`src/rtl/mo_line_buffer_sequencer_if.sv`:
```
`default_nettype none
// ============================================================================
//  Module   : mo_line_buffer_sequencer_if
//  Purpose  : Bundle of the line-sequencer signals shared between the
//             object RAM / vertical-match logic, the sequencer and the
//             horizontal counter block.
//  Ports    : line_start, mo_hit          -> into the sequencer
//             LD1n, LD2n, CL1n, CL2n      -> counter load / clear strobes
//             bank, mo_index, fetch       -> buffer select and object walk
//             wr_en, busy, overrun        -> write gate and line status
//  Revision : 1.0  initial release
// ============================================================================
interface mo_line_buffer_sequencer_if #(
    parameter int IDX_W = 4
);
    logic             line_start;
    logic             mo_hit;
    logic             LD1n;
    logic             LD2n;
    logic             CL1n;
    logic             CL2n;
    logic             bank;
    logic [IDX_W-1:0] mo_index;
    logic             fetch;
    logic             wr_en;
    logic             busy;
    logic             overrun;

    // Sequencer side
    modport master (
        input  line_start, mo_hit,
        output LD1n, LD2n, CL1n, CL2n, bank, mo_index, fetch, wr_en, busy, overrun
    );

    // Surrounding logic side
    modport slave (
        output line_start, mo_hit,
        input  LD1n, LD2n, CL1n, CL2n, bank, mo_index, fetch, wr_en, busy, overrun
    );
endinterface
`default_nettype wire

```
`src/rtl/mo_line_buffer_sequencer.sv`:
```
`default_nettype none
// ============================================================================
//  Module   : mo_line_buffer_sequencer
//  Purpose  : Per-scanline sequencer for the two motion-object line buffers.
//             Each line the buffers swap roles: the new display buffer has
//             its counter cleared, while the write buffer is loaded with the
//             x-position of every object that hits the line and written for
//             PIX_W consecutive pixels.
//  Ports    : CLK5n  - pixel clock, rising-edge active
//             RESET  - asynchronous, active-high reset
//             bus    - sequencer modport (line_start/mo_hit in; load, clear,
//                      bank, mo_index, fetch, wr_en, busy, overrun out)
//  Revision : 1.0  initial release
// ============================================================================
module mo_line_buffer_sequencer #(
    parameter int NUM_OBJS = 16,
    parameter int IDX_W    = 4,
    parameter int PIX_W    = 8
) (
    input  wire logic                    CLK5n,
    input  wire logic                    RESET,
    mo_line_buffer_sequencer_if.master   bus
);

    localparam int               CNT_W    = (PIX_W > 1) ? $clog2(PIX_W) : 1;
    localparam logic [IDX_W-1:0] LAST_IDX = IDX_W'(NUM_OBJS - 1);
    localparam logic [CNT_W-1:0] LAST_PIX = CNT_W'(PIX_W - 1);

    typedef enum logic [2:0] {
        S_IDLE  = 3'd0,
        S_FETCH = 3'd1,
        S_CHECK = 3'd2,
        S_LOAD  = 3'd3,
        S_DRAW  = 3'd4,
        S_NEXT  = 3'd5,
        S_DONE  = 3'd6
    } state_t;

    state_t           state_q;
    logic             bank_q;
    logic [IDX_W-1:0] idx_q;
    logic [CNT_W-1:0] cnt_q;
    logic             fetch_q;
    logic             ld1n_q;
    logic             ld2n_q;
    logic             cl1n_q;
    logic             cl2n_q;
    logic             wr_en_q;
    logic             busy_q;
    logic             overrun_q;

    always_ff @(posedge CLK5n or posedge RESET) begin
        if (RESET) begin
            state_q   <= S_IDLE;
            bank_q    <= 1'b0;
            idx_q     <= '0;
            cnt_q     <= '0;
            fetch_q   <= 1'b0;
            ld1n_q    <= 1'b1;
            ld2n_q    <= 1'b1;
            cl1n_q    <= 1'b1;
            cl2n_q    <= 1'b1;
            wr_en_q   <= 1'b0;
            busy_q    <= 1'b0;
            overrun_q <= 1'b0;
        end else begin
            // Strobes are single-cycle; they fall back to inactive unless
            // re-asserted below.
            fetch_q   <= 1'b0;
            ld1n_q    <= 1'b1;
            ld2n_q    <= 1'b1;
            cl1n_q    <= 1'b1;
            cl2n_q    <= 1'b1;
            overrun_q <= 1'b0;

            if (bus.line_start) begin
                // A new line overrides whatever is in flight. DONE counts as
                // finished, so only the working states flag an overrun.
                overrun_q <= (state_q != S_IDLE) && (state_q != S_DONE);
                bank_q    <= ~bank_q;
                // New bank 1 makes buffer 1 the display side, and vice versa.
                if (!bank_q) begin
                    cl1n_q <= 1'b0;
                end else begin
                    cl2n_q <= 1'b0;
                end
                idx_q     <= '0;
                fetch_q   <= 1'b1;
                busy_q    <= 1'b1;
                wr_en_q   <= 1'b0;
                state_q   <= S_FETCH;
            end else begin
                case (state_q)
                    S_IDLE: begin
                        state_q <= S_IDLE;
                    end
                    S_FETCH: begin
                        state_q <= S_CHECK;
                    end
                    S_CHECK: begin
                        if (bus.mo_hit) begin
                            // Load the write buffer's counter with SR[15:8].
                            if (bank_q) begin
                                ld2n_q <= 1'b0;
                            end else begin
                                ld1n_q <= 1'b0;
                            end
                            state_q <= S_LOAD;
                        end else begin
                            state_q <= S_NEXT;
                        end
                    end
                    S_LOAD: begin
                        cnt_q   <= '0;
                        wr_en_q <= 1'b1;
                        state_q <= S_DRAW;
                    end
                    S_DRAW: begin
                        // Counter free-runs the address; only the pixel count
                        // is tracked here, wrap at 256 is the counter's job.
                        if (cnt_q == LAST_PIX) begin
                            wr_en_q <= 1'b0;
                            state_q <= S_NEXT;
                        end else begin
                            cnt_q <= cnt_q + CNT_W'(1);
                        end
                    end
                    S_NEXT: begin
                        if (idx_q == LAST_IDX) begin
                            busy_q  <= 1'b0;
                            state_q <= S_DONE;
                        end else begin
                            idx_q   <= idx_q + IDX_W'(1);
                            fetch_q <= 1'b1;
                            state_q <= S_FETCH;
                        end
                    end
                    S_DONE: begin
                        state_q <= S_IDLE;
                    end
                    default: begin
                        state_q <= S_IDLE;
                    end
                endcase
            end
        end
    end

    assign bus.LD1n     = ld1n_q;
    assign bus.LD2n     = ld2n_q;
    assign bus.CL1n     = cl1n_q;
    assign bus.CL2n     = cl2n_q;
    assign bus.bank     = bank_q;
    assign bus.mo_index = idx_q;
    assign bus.fetch    = fetch_q;
    assign bus.wr_en    = wr_en_q;
    assign bus.busy     = busy_q;
    assign bus.overrun  = overrun_q;

endmodule
`default_nettype wire

```
`src/flat_wrapper.sv`:
```
// flat-port wrapper written by rule: the top's interface ports become plain ports
module mo_line_buffer_sequencer_flat 
#(
    parameter int NUM_OBJS = 16,
    parameter int IDX_W    = 4,
    parameter int PIX_W    = 8
)
  (CLK5n, RESET, bus_line_start, bus_mo_hit, bus_LD1n, bus_LD2n, bus_CL1n, bus_CL2n, bus_bank, bus_mo_index, bus_fetch, bus_wr_en, bus_busy, bus_overrun);
  mo_line_buffer_sequencer_if #(.IDX_W(IDX_W)) bus_i ();
  input  wire logic CLK5n;
  input  wire logic RESET;
  input wire logic [$bits(bus_i.line_start)-1:0] bus_line_start;
  input wire logic [$bits(bus_i.mo_hit)-1:0] bus_mo_hit;
  output wire logic [$bits(bus_i.LD1n)-1:0] bus_LD1n;
  output wire logic [$bits(bus_i.LD2n)-1:0] bus_LD2n;
  output wire logic [$bits(bus_i.CL1n)-1:0] bus_CL1n;
  output wire logic [$bits(bus_i.CL2n)-1:0] bus_CL2n;
  output wire logic [$bits(bus_i.bank)-1:0] bus_bank;
  output wire logic [$bits(bus_i.mo_index)-1:0] bus_mo_index;
  output wire logic [$bits(bus_i.fetch)-1:0] bus_fetch;
  output wire logic [$bits(bus_i.wr_en)-1:0] bus_wr_en;
  output wire logic [$bits(bus_i.busy)-1:0] bus_busy;
  output wire logic [$bits(bus_i.overrun)-1:0] bus_overrun;
  assign bus_i.line_start = bus_line_start;
  assign bus_i.mo_hit = bus_mo_hit;
  assign bus_LD1n = bus_i.LD1n;
  assign bus_LD2n = bus_i.LD2n;
  assign bus_CL1n = bus_i.CL1n;
  assign bus_CL2n = bus_i.CL2n;
  assign bus_bank = bus_i.bank;
  assign bus_mo_index = bus_i.mo_index;
  assign bus_fetch = bus_i.fetch;
  assign bus_wr_en = bus_i.wr_en;
  assign bus_busy = bus_i.busy;
  assign bus_overrun = bus_i.overrun;
  mo_line_buffer_sequencer #(.NUM_OBJS(NUM_OBJS), .IDX_W(IDX_W), .PIX_W(PIX_W)) u_core (.CLK5n(CLK5n), .RESET(RESET), .bus(bus_i));
endmodule
```
`config.mk`:
```
export PLATFORM = sky130hd
export DESIGN_NAME = mo_line_buffer_sequencer_flat
export DESIGN_NICKNAME = d
export VERILOG_FILES = /design/src/rtl/mo_line_buffer_sequencer_if.sv /design/src/rtl/mo_line_buffer_sequencer.sv /design/src/flat_wrapper.sv
export SDC_FILE = /design/constraint.sdc
export NUM_CORES = 1
export LEC_CHECK = 0
export ABC_AREA = 1
export CAP_MARGIN = 5
export CORE_MARGIN = 4
export CORE_UTILIZATION = 45
export CTS_CLUSTER_SIZE = 20
export DETAILED_ROUTE_END_ITERATION = 7
export PLACE_DENSITY = 0.71
export REMOVE_ABC_BUFFERS = 1
export SLEW_MARGIN = 5
export SYNTH_ARGS = -nofsm -noshare
export SYNTH_HDL_FRONTEND = slang
export SYNTH_SLANG_ARGS = --single-unit
```
`constraint.sdc`:
```
create_clock -name CLK5n -period 1.1 [get_ports CLK5n]
set_input_delay 0.33 -clock CLK5n [delete_from_list [all_inputs] [get_ports CLK5n]]
set_output_delay 0.33 -clock CLK5n [all_outputs]
set_load 0.1 [all_outputs]
```
======== After elaboration in Yosys (flattened, before gate mapping) ========
Cells that the tools add are included.
Widths: inputs -> output; s select.
storage, ports and cells
  register bits ........................... 19
  latch bits .............................. 0
  RAM bits ................................ 0
  ROM bits ................................ 0
  input bits .............................. 4
  output and inout bits ................... 13
  logic and storage cells ................. 67
  memories ................................ 0
cells by class
  $add $sub $neg .......................... 2
  $mul .................................... 0
  div/mod/pow operators ................... 0
  $lt $le $gt $ge ......................... 0
  eq/ne operators ......................... 11
  shift-type cells ........................ 0
  muxes and demuxes ....................... 30
  bitwise logic cells ..................... 2
  reduce and logical (&&, ||, !) cells .... 10
operators with widths
  operator             count
  $mux 1               19
  $mux 3               5
  $pmux 3 s5           1
  $mux 4               3
  $eq 3x3->1 const B   3
  $eq 3x2->1 const B   2
  $pmux 3 s2           1
  $reduce_and 2->1     3
  $reduce_bool 2->1    3
  $reduce_bool 3->1    2
  $add 4x1->4 const B  1
  $eq 4x4->1 const B   1
  $ne 2x2->1 const B   2
  $add 3x1->3 const B  1
  $eq 3x1->1 const B   1
  $ne 3x2->1 const B   1
  $ne 3x3->1 const B   1
  $reduce_and 3->1     1
  $not 1->1            2
  $pmux 1 s2           1
  $logic_and 1x1->1    1

======== Longest topological paths before layout ========
  depth after elaboration ................. 4
  depth in mapped cells ................... 8
  mapped depth without buffers ............ 8

======== Worst setup path after synthesis ========
OpenSTA, ideal clock, no wires.
  path type ............................... reg-to-reg
  start point ............................. reg u_core.idx_q[1], in the netlist u_core.bus.mo_index[1]
  end point ............................... reg u_core.state_q[0]
  library setup time ...................... 121 ps
  arrival ................................. 1726 ps
  data required time ...................... 979 ps
  path slack .............................. -747 ps
  stages on the path, launching flop included .. 7
  buffers on the path ..................... 0
  period minus slack after synthesis ...... 1847 ps
  path through ............................ dfrtp_1 ha_1 nand3_1 nand3_2 nand2_1 nand2_1 nand2_1
on the way
  longest elaborated chain between the ends .. 4
ends and longest elaborated chain
  what                    RTL line                         text
  from (decl)             mo_line_buffer_sequencer.sv:41   logic [IDX_W-1:0] idx_q;
  from (signal assigned)  mo_line_buffer_sequencer.sv:133  idx_q <= idx_q + IDX_W'(1);
  $eq 4x4->1              mo_line_buffer_sequencer.sv:129  if (idx_q == LAST_IDX) begin
  $mux 3                  mo_line_buffer_sequencer.sv:129
  $pmux 3 s5              mo_line_buffer_sequencer.sv:93   case (state_q)
  $mux 3                  mo_line_buffer_sequencer.sv:76   if (bus.line_start) begin
  to (signal assigned)    mo_line_buffer_sequencer.sv:95   state_q <= S_IDLE;
  to (signal assigned)    mo_line_buffer_sequencer.sv:98   state_q <= S_CHECK;
  to (signal assigned)    mo_line_buffer_sequencer.sv:131  state_q <= S_DONE;
  to (decl)               mo_line_buffer_sequencer.sv:39   state_t state_q;
Every way passes these cells.
A chain may end at the register's enable or synchronous reset.

======== Final worst setup path ========
  start point ............................. reg u_core.ld2n_q, in the netlist u_core.bus.LD2n
  end point ............................... out bus_LD2n
RTL lines
  what                    RTL line                         text
  from (decl)             mo_line_buffer_sequencer.sv:45   logic ld2n_q;
  from (signal assigned)  mo_line_buffer_sequencer.sv:60   ld2n_q <= 1'b1;
  from (signal assigned)  mo_line_buffer_sequencer.sv:71   ld2n_q <= 1'b1;
  from (signal assigned)  mo_line_buffer_sequencer.sv:104  ld2n_q <= 1'b0;
  to (decl)               flat_wrapper.sv:15               output wire logic [$bits(bus_i.LD2n)-1:0] bus_LD2n;
No word-level cell between the ends.

==> results_dict.tcl <==
set metrics [dict create \
    status "finished, violations left" \
    failed_checks "setup timing" \
    period_minus_slack_ps 1363 \
    ir_worst_vdd_mv 0.9641 \
    path_clk_slew_ps 100 \
    grt_pass1_vias 832 \
    clkSinkCount 19 \
    final_cell_mix "nand2_1, buf_4, buf_12" \
    die_h_um 52.96 \
    gp_congestion 0.8287 \
    slowest_stage "dfstp_2" \
    final_common_cell "nand2_1" \
    crit_family "flip-flops" \
    drtIter0Drc 29 \
    internal-power_mw 1.145 \
    combPwrFrac 0.349 \
    ios 17 \
    drive_gt1_frac 0.5352 \
    p_sw_frac 0.3656 \
    total_power_mw 1.806 \
    finalSetupViolations 24 \
    clockRootBuffer "clkbuf_4" \
    clock_path_buffers 2 \
    power.leakage_nw 0.7293 \
    worst_pin_slew_ps 201.0 \
    path_cells "buf_12" \
    dieArea_um2 2805 \
    grt_pass1_wl_um 3622 \
    grt_start_max_net_pins 20 \
    setup_slack_ps -262.7 \
    pwr-share-clk 0.194 \
    grt-ovfl-total 0 \
    port_buffers 16 \
    n_antenna_cell 0 \
    design.core.area_um2 1942 \
    wire_per_inst_um 15.07 \
    syn_to_final_growth_pct 72.77 \
    synth-seq-cells 19 \
    rsz0062_at_grt "yes" \
    path_class "flip-flop to output port" \
    routed-via-count 883 \
    synth.distinct_cells 21 \
    worstSetupStartpointType "flip-flop" \
    fin_skew_ps 0.5670 \
    required_ps 770 \
    fmax_mhz 733.8 \
    die_w_um 52.96 \
    cts_tree "built" \
    crit_arrival_ps 1030 \
    power_density_nw_per_um2 1149 \
    antenna_found_initial 0 \
    cts_buffers 3 \
    post-place-ws_ps -286.8 \
    worstSetupEndpointType "output port" \
    critical_path.max_fanout 1 \
    ys_warn_count 0 \
    yosys-top-cells-area "dfrtp_1, dfstp_2, nand3_1" \
    dpl.hpwl_um 1520 \
    drt-vias-per-instance 5.225 \
    synth-seq-area-share 0.5282 \
    p_switching_mw 0.6601 \
    drc 0 \
    slowest_delay_ps 560 \
    nets 150 \
    path_buf_inv 1 \
    clock_latency_ps 300 \
    syn_area_um2 909.6 \
    drt-total-wl_um 2546 \
    grt_usage 0.1897 \
    relSlewSlack 0.8658 \
    hold_viol_final 0 \
    postCtsHoldBufs 0 \
    maxCapViolCount 0 \
    post-route-period-util 1.239 \
    finalMaxSlewViolations 0 \
    rows 16 \
    synth_top_area_share 0.4127 \
    hold_class "primary input to asynchronous set/reset pin" \
    syn_avg_cell_area_um2 8.831 \
    first_pass_iters 4 \
    htree_levels 1 \
    yosysTopAreaCell "dfrtp_1" \
    netlist_instances 103 \
    initial_core_util 0.4684 \
    p_seq_frac 0.457 \
    ant_nets 0 \
]
[power by group through the flow]
| stage | clock, mW | combinational [mW] | sequential, mW |
|---|---|---|---|
| after floorplan | 0 | 0.140 | 1.00 |
| after global routing | 0.387 | 0.666 | 0.830 |
| after CTS | 0.362 | 0.592 | 0.819 |
| after global placement | 0 | 0.538 | 0.824 |
| final | 0.350 | 0.631 | 0.825 |
| after detailed placement | 0 | 0.554 | 0.827 |
[synth_stat cells, drive strengths merged]
cell   count
inv       14
a21oi      4
a31oi      1
nand3     19
ha         3
nand2     23
dfstp      4
o21ai      6
nand4      3
xor2       1
nor2       8
buf        2
dfrtp     15
[final cells by class]
cell class / instances / area (um^2)
Timing Repair Buffer: 37 / 471.7
Tap cell: 27 / 33.78
Inverter: 14 / 55.05
Sequential cell: 19 / 488.0
Fill cell: 106 / 370.4
Clock buffer: 4 / 26.28
Multi-Input combinational cell: 68 / 496.7
[repair_timing]
action                                  CTS  global route
pin swaps                                10            14
gates resized for setup                  22            21
gates cloned                              0             0
endpoints found under the setup margin   23            25
buffers inserted                          7             1
[sequential cells by signal (all words and copies together), names as in the netlist]
name / flops
u_core.bus.wr_en: 1
u_core.bus.bank: 1
u_core.bus.overrun: 1
u_core.bus.LD2n: 1
u_core.bus.busy: 1
u_core.bus.CL1n: 1
u_core.state_q: 3
u_core.cnt_q: 3
u_core.bus.CL2n: 1
u_core.bus.LD1n: 1
u_core.bus.fetch: 1
u_core.bus.mo_index: 4
[final timing paths]
check	slack (ps)	end	depth (start not counted)	startpoint
max	-260	bus_LD2n	1	u_core.bus.LD2n
min	350	u_core.bus.overrun	3	RESET
max reg2reg	-160	u_core.bus.mo_index[2]	7	u_core.bus.mo_index[0]
min reg2reg	560	u_core.cnt_q[1]	2	u_core.cnt_q[1]
max in group asynchronous	540	u_core.bus.CL1n	3	RESET
min in group CLK5n	560	u_core.cnt_q[1]	2	u_core.cnt_q[1]
[routing by layer]
layer,vias to the layer above,track usage,share of wire
met5,-,0,0
met4,0,0.1021,0.034
met3,9,0.03662,0.053
met2,33,0.3347,0.52
met1,420,0.2125,0.39
li1,421,-,-
[cells by family (layout without fill, tap and decap cells)]
kind of cell / Yosys count / after routing / synth area share
buffers and inverters: 16 / 55 / 0.07152
xor gates and xnor gates: 1 / 1 / 0.009630
adders and majority gates: 3 / 3 / 0.04127
AOI/OAI and AO/OA: 11 / 11 / 0.06189
and+or+nand+nor: 53 / 53 / 0.2875
DFF: 19 / 19 / 0.5282
[metrics by stage]
step	cell area (um^2)	util	hold slack [ps]	setup TNS, ps	std cells
5_1_grt	1572	0.8093	363.6	-4654	169
3_5_place_dp	1331	0.6856	500.4	-3170	157
3_3_place_gp	1331	0.6856	493.6	-2872	157
4_1_cts	1491	0.7680	358.6	-3658	168
2_1_floorplan	897.1	-	278.2	-9081	101
6_report	1572	0.8093	353.0	-3585	169
(Power assumes the default switching activity.)
